==> config.mk <==
export PLATFORM = sky130hd
export DESIGN_NAME = i2s_tx_engine_flat
export DESIGN_NICKNAME = d
export VERILOG_FILES = /design/src/rtl/i2s_tx_engine_if.sv /design/src/rtl/i2s_tx_engine.sv /design/src/flat_wrapper.sv
export SDC_FILE = /design/constraint.sdc
export NUM_CORES = 1
export LEC_CHECK = 0
export ABC_AREA = 0
export ABC_CLOCK_PERIOD_IN_PS = 1700
export CAP_MARGIN = 5
export CORE_ASPECT_RATIO = 1.4
export CORE_UTILIZATION = 49
export CTS_CLUSTER_DIAMETER = 60
export CTS_CLUSTER_SIZE = 14
export DETAILED_ROUTE_END_ITERATION = 10
export MAX_ROUTING_LAYER = met4
export PLACE_DENSITY = 0.75
export SYNTH_ARGS = -nofsm -noshare
export SYNTH_HDL_FRONTEND = slang
export SYNTH_SLANG_ARGS = --single-unit
==> constraint.sdc <==
create_clock -name clk -period 1.7 [get_ports clk]
set_input_delay 0.255 -clock clk [delete_from_list [all_inputs] [get_ports clk]]
set_output_delay 0.255 -clock clk [all_outputs]
set_load 0.01 [all_outputs]
==> src/rtl/i2s_tx_engine_if.sv <==
// rtl/i2s_tx_engine_if.sv - sample FIFO read port between the I2S transmit engine and its FIFO
interface i2s_tx_engine_if #(
   parameter int DATA_W = 24
) ();
   logic              fifo_empty;
   logic [DATA_W-1:0] fifo_data;
   logic              fifo_rd_en;

   modport master (input fifo_empty, input fifo_data, output fifo_rd_en);
   modport slave  (output fifo_empty, output fifo_data, input fifo_rd_en);
endinterface

==> src/rtl/i2s_tx_engine.sv <==
// rtl/i2s_tx_engine.sv - I2S / left-justified / TDM serial transmitter fed from a sample FIFO
// Bit timing comes from an external strobe; one sample is prefetched per slot at the load strobe.
module i2s_tx_engine #(
   parameter int DATA_W = 24,
   parameter int SLOT_W = 32,
   parameter int NUM_CH = 2,
   parameter int MODE   = 0
) (
   input  logic            clk,
   input  logic            rst_n,
   input  logic            strobe,
   input  logic            enable,
   input  logic            underrun_clr,
   output logic            sdata,
   output logic            ws,
   output logic            busy,
   output logic            underrun,
   i2s_tx_engine_if.master fifo
);

   localparam int BW = (SLOT_W > 1) ? $clog2(SLOT_W) : 1;
   localparam int CW = (NUM_CH > 2) ? $clog2(NUM_CH) : 1;

   localparam logic [BW-1:0] LOAD_POS = (MODE == 0) ? BW'(1) : BW'(0);
   localparam logic [BW-1:0] BIT_LAST = BW'(SLOT_W - 1);
   localparam logic [CW-1:0] CH_LAST  = CW'(NUM_CH - 1);
   localparam logic [CW-1:0] CH_HALF  = CW'(NUM_CH / 2);

   if ((DATA_W < 8) || (DATA_W > 32) || (MODE < 0) || (MODE > 1) ||
       ((MODE == 0) && (SLOT_W < DATA_W + 1)) ||
       ((MODE == 1) && (SLOT_W < DATA_W)) ||
       (NUM_CH < 2) || (NUM_CH > 8) || ((NUM_CH % 2) != 0)) begin : g_bad_params
      $error("i2s_tx_engine: illegal DATA_W/SLOT_W/NUM_CH/MODE combination");
   end

   typedef enum logic [1:0] {
      S_IDLE  = 2'd0,
      S_PRIME = 2'd1,
      S_RUN   = 2'd2
   } state_t;

   state_t            state_q, state_d;
   logic [BW-1:0]     bit_cnt_q, bit_cnt_d;
   logic [CW-1:0]     ch_cnt_q, ch_cnt_d;
   logic [DATA_W-1:0] hold_q, hold_d;
   logic [DATA_W-1:0] shift_q, shift_d;
   logic              sdata_q, sdata_d;
   logic              ws_q, ws_d;
   logic              underrun_q, underrun_d;
   logic              pend_q, pend_d;
   logic              rd_en;
   logic              und_set;

   always_comb begin
      state_d   = state_q;
      bit_cnt_d = bit_cnt_q;
      ch_cnt_d  = ch_cnt_q;
      hold_d    = hold_q;
      shift_d   = shift_q;
      sdata_d   = sdata_q;
      ws_d      = ws_q;
      pend_d    = 1'b0;
      rd_en     = 1'b0;
      und_set   = 1'b0;

      case (state_q)
         S_IDLE: begin
            bit_cnt_d = '0;
            ch_cnt_d  = '0;
            shift_d   = '0;
            sdata_d   = 1'b0;
            ws_d      = 1'b0;
            if (enable) state_d = S_PRIME;
         end

         // pend_q marks that a pop was issued last cycle and its data is on fifo_data now.
         S_PRIME: begin
            if (!enable) begin
               state_d = S_IDLE;
            end else if (pend_q) begin
               hold_d  = fifo.fifo_data;
               state_d = S_RUN;
            end else if (!fifo.fifo_empty) begin
               rd_en  = 1'b1;
               pend_d = 1'b1;
            end
         end

         S_RUN: begin
            if (pend_q) hold_d = fifo.fifo_data;
            if (strobe) begin
               ws_d = (ch_cnt_q >= CH_HALF);
               if (bit_cnt_q == LOAD_POS) begin
                  sdata_d = hold_q[DATA_W-1];
                  shift_d = hold_q << 1;
                  if (!fifo.fifo_empty) begin
                     rd_en  = 1'b1;
                     pend_d = 1'b1;
                  end else begin
                     hold_d  = '0;
                     und_set = 1'b1;
                  end
               end else begin
                  sdata_d = shift_q[DATA_W-1];
                  shift_d = shift_q << 1;
               end

               // A stop request only takes effect on the last bit of the frame.
               if (bit_cnt_q == BIT_LAST) begin
                  bit_cnt_d = '0;
                  ch_cnt_d  = (ch_cnt_q == CH_LAST) ? '0 : ch_cnt_q + 1'b1;
                  if (!enable && (ch_cnt_q == CH_LAST)) state_d = S_IDLE;
               end else begin
                  bit_cnt_d = bit_cnt_q + 1'b1;
               end
            end
         end

         default: state_d = S_IDLE;
      endcase

      underrun_d = und_set | (underrun_q & ~underrun_clr);
   end

   always_ff @(posedge clk) begin
      if (!rst_n) begin
         state_q    <= S_IDLE;
         bit_cnt_q  <= '0;
         ch_cnt_q   <= '0;
         hold_q     <= '0;
         shift_q    <= '0;
         sdata_q    <= 1'b0;
         ws_q       <= 1'b0;
         underrun_q <= 1'b0;
         pend_q     <= 1'b0;
      end else begin
         state_q    <= state_d;
         bit_cnt_q  <= bit_cnt_d;
         ch_cnt_q   <= ch_cnt_d;
         hold_q     <= hold_d;
         shift_q    <= shift_d;
         sdata_q    <= sdata_d;
         ws_q       <= ws_d;
         underrun_q <= underrun_d;
         pend_q     <= pend_d;
      end
   end

   assign fifo.fifo_rd_en = rd_en & rst_n;
   assign sdata           = sdata_q;
   assign ws              = ws_q;
   assign underrun        = underrun_q;
   assign busy            = (state_q != S_IDLE);

endmodule
==> src/flat_wrapper.sv <==
// flat-port wrapper written by rule: the top's interface ports become plain ports
module i2s_tx_engine_flat 
#(
   parameter int DATA_W = 24,
   parameter int SLOT_W = 32,
   parameter int NUM_CH = 2,
   parameter int MODE   = 0
)
  (clk, rst_n, strobe, enable, underrun_clr, sdata, ws, busy, underrun, fifo_fifo_empty, fifo_fifo_data, fifo_fifo_rd_en);
  i2s_tx_engine_if #(.DATA_W(DATA_W)) fifo_i ();
  input  logic clk;
  input  logic rst_n;
  input  logic strobe;
  input  logic enable;
  input  logic underrun_clr;
  output logic sdata;
  output logic ws;
  output logic busy;
  output logic underrun;
  input wire logic [$bits(fifo_i.fifo_empty)-1:0] fifo_fifo_empty;
  input wire logic [$bits(fifo_i.fifo_data)-1:0] fifo_fifo_data;
  output wire logic [$bits(fifo_i.fifo_rd_en)-1:0] fifo_fifo_rd_en;
  assign fifo_i.fifo_empty = fifo_fifo_empty;
  assign fifo_i.fifo_data = fifo_fifo_data;
  assign fifo_fifo_rd_en = fifo_i.fifo_rd_en;
  i2s_tx_engine #(.DATA_W(DATA_W), .SLOT_W(SLOT_W), .NUM_CH(NUM_CH), .MODE(MODE)) u_core (.clk(clk), .rst_n(rst_n), .strobe(strobe), .enable(enable), .underrun_clr(underrun_clr), .sdata(sdata), .ws(ws), .busy(busy), .underrun(underrun), .fifo(fifo_i));
endmodule
==> impl_metrics.ini <==
[global_route]
antenna_found_initial = 0
grt_pass1_vias = 2207
grt_pass1_wl_um = 10590
grt-ovfl-total = 0
grt_max_degree = 26
globalRouteTotalUtil_pct = 26.08

[worst_setup_path]
slowest_stage = dfxtp_2
critPathLaunch = u_core.state_q[0]
slowest_delay_ps = 350
cp-start-kind = flip-flop
r2r_setup_slack_ps = 40
reg2reg_depth = 7
required_ps = 1440
end_kind = output pin
worstPathArrival_ps = 1550
path_cells = inv_1, ha_2, and2_4, a22oi_2, nor3_2, buf_2
crit_fanout = 3
rr_endpoint = u_core.hold_q[3]
criticalPathCategory = flip-flop to output pin
r2r_start = u_core.state_q[1]

[yosys]
yosys_register_bits = 59
yosysTopAreaCellShare_pct = 44.93
yosysMostFrequentCell = dfxtp_1
synthCells = 264
yosys_warnings = 0
netlist_top_cells_count = dfxtp_1 (59), mux2i_1 (27), o21ai_0 (27), nand3_1 (26), o2bb2ai_1 (23)
synth_area_leaders = dfxtp_1 (45%), mux2i_1 (10%), o2bb2ai_1 (7.7%)
syn_nets = 301
synth_edf_count = 0
synth_cell_types = 31
yosysTopAreaCell = dfxtp_1
synth-seq-area-share_pct = 44.93
avgSynthCellArea_um2 = 9.957
synth_area_um2 = 2629
async_flop_share_pct = 0
synthFlopType = dfxtp_1

[final_layout]
utilization_pct = 69.97
area_growth_pct = 37.32
drive_gt1_share_pct = 30.61
nNetsFinal = 365
layoutNonFillerInstCount = 396
fillers = 370
n_antenna_cell = 0

[floorplan]
ioPinCount = 35
die_w_um = 63.91
core_um2 = 5159
die-area_um2 = 5666
die_h_um = 88.67
initial_core_util_pct = 50.96
num_rows = 31

[timing]
slew-limit-headroom_pct = 72.35
setup_ws_ps = -105.6
slew_viol_final = 0
fmax_mhz = 553.8
setup_viol = 1
setup_tns_ps = -105.6
rsz0062_at_grt = yes
hold_ws_ps = 468.0
fin_skew_ps = 6.306
worstMarginPinSlew_ps = 413.0
fin_crit_sh_pct = 106.2
finalHoldViolations = 0
fin_crit_ps = 1806

[placed_design]
portBuffers = 34
dp_slack_ps = -317.4
dp.cells = 372
place.gp.congestion = 0.8143
detailed_place_hpwl_um = 3771

[pwr]
swShare_pct = 31.37
p_int_mw = 2.870
switchingPower_mw = 1.312
powerDensity_nw_per_um2 = 1159
p_leak_nw = 1.222
irDropWorstVdd_mv = 0.8049
power_frac_comb_pct = 37.0
pwr-share-clk_pct = 28.0
p_seq_share_pct = 35.0

[clock_network]
clock-sinks = 59
cts_hold_buffers = 0
numCtsBuffers = 9
clk_latency_ps = 340
cts-root-buf = clkbuf_8
h-tree-depth = 3
cts_buffer_depth = 2
path_clk_slew_ps = 60
cts_tree = done

[drt]
drt_iter0_markers = 145
routed_via_density = 5.566
routed_wl_um = 6579
drc_errors = 0
vias = 2204
wl_per_cell_um = 16.61
final_antenna_net_count = 0
drtPass1Iterations = 4

[flow_run]
drv_cap = 0

[min_path]
min_to = u_core.shift_q[12]
worstHoldPathType = flip-flop to flip-flop
min_from = u_core.shift_q[12]
holdPathStages = 1

[run_status]
outcome = finished, violations left
violations = negative setup slack
metal layers:
metal,share of wire [%],vias up,global-route usage (%)
li1,-,1091,-
met1,43,1044,28.90
met2,51,52,42.75
met3,3.8,17,6.701
met4,2.7,0,14.26
met5,0,-,-
per-stage QoR:
step,area [um^2],power [mW]
after detailed placement,3207,2.650
after floorplan,2629,2.189
after global placement,3207,2.635
after CTS,3486,4.030
after global routing,3610,4.376
final,3610,4.183
power groups by stage:
stage          sequential, mW  combinational, mW  clock, mW
2_1_floorplan            1.47              0.716          0
3_3_place_gp             1.47               1.16          0
3_5_place_dp             1.47               1.18          0
4_1_cts                  1.45               1.39       1.19
5_1_grt                  1.47               1.66       1.25
6_report                 1.46               1.55       1.17
worst max path at each step:
| stage | cells past startpoint | endpoint |
|---|---|---|
| 6_report | 6 | fifo_fifo_rd_en |
| 5_1_grt | 6 | fifo_fifo_rd_en |
| 4_1_cts | 6 | fifo_fifo_rd_en |
| 3_5_place_dp | 5 | fifo_fifo_rd_en |
| 3_3_place_gp | 5 | fifo_fifo_rd_en |
| 2_1_floorplan | 7 | u_core.hold_q[0] |
cells by family after synthesis:
family          share of synthesized area (%)
buf+inv                                 6.473
xor+xnor                               0.3332
simple gates                            9.805
fa+ha+maj                               3.332
mux                                     10.85
flops                                   44.93
compound gates                          24.27
flip-flops by register name (all words and copies together) (netlist names):
signal,cells
u_core.hold_q,24
u_core.shift_q,23
u_core.bit_cnt_q,5
u_core.state_q,2
u_core.ch_cnt_q,1
u_core.pend_q,1
u_core.sdata,1
u_core.underrun,1
u_core.ws,1
cell usage in the layout, fill, tap and decap left out, drive strengths merged, types with 3 or more instances in the layout:
master | Yosys | routed
nor3 | 3 | 3
dfxtp | 59 | 59
nor2 | 5 | 5
o21ai | 27 | 27
clkinv | 0 | 3
a22oi | 3 | 3
ha | 7 | 7
clkdlybuf4s50 | 0 | 32
o2bb2ai | 23 | 23
clkbuf | 10 | 9
and2 | 3 | 3
buf | 13 | 43
nand3 | 26 | 26
inv | 9 | 9
nand2 | 7 | 7
a21oi | 28 | 28
mux2i | 27 | 27
layout make-up:
class	count	area, um^2	share of cell area (%)
tap	66	82.58	2.288
clock inverter	4	45.04	1.248
multi-input combinational	173	1383	38.30
clock buffer	9	123.9	3.432
inverter	9	33.78	0.9359
sequential	59	1189	32.93
timing repair buffer	76	753.2	20.87
worst max-delay path: cells and delay by family, from the launching register on:
| kind | cells | cell delay (ps) |
|---|---|---|
| adders and majority gates | 1 | 200 |
| DFF | 1 | 350 |
| and+or+nand+nor | 2 | 230 |
| AOI/OAI and AO/OA | 1 | 210 |
| buffers and inverters | 2 | 220 |
repair_timing:
| item | 4_1_cts | 5_1_grt |
|---|---|---|
| gates resized for setup | 14 | 26 |
| buffers inserted | 6 | 3 |
| pin swaps | 5 | 3 |
| setup endpoints to repair | 32 | 48 |
| gates cloned | 1 | 1 |
Power figures use the tool's default switching activity.
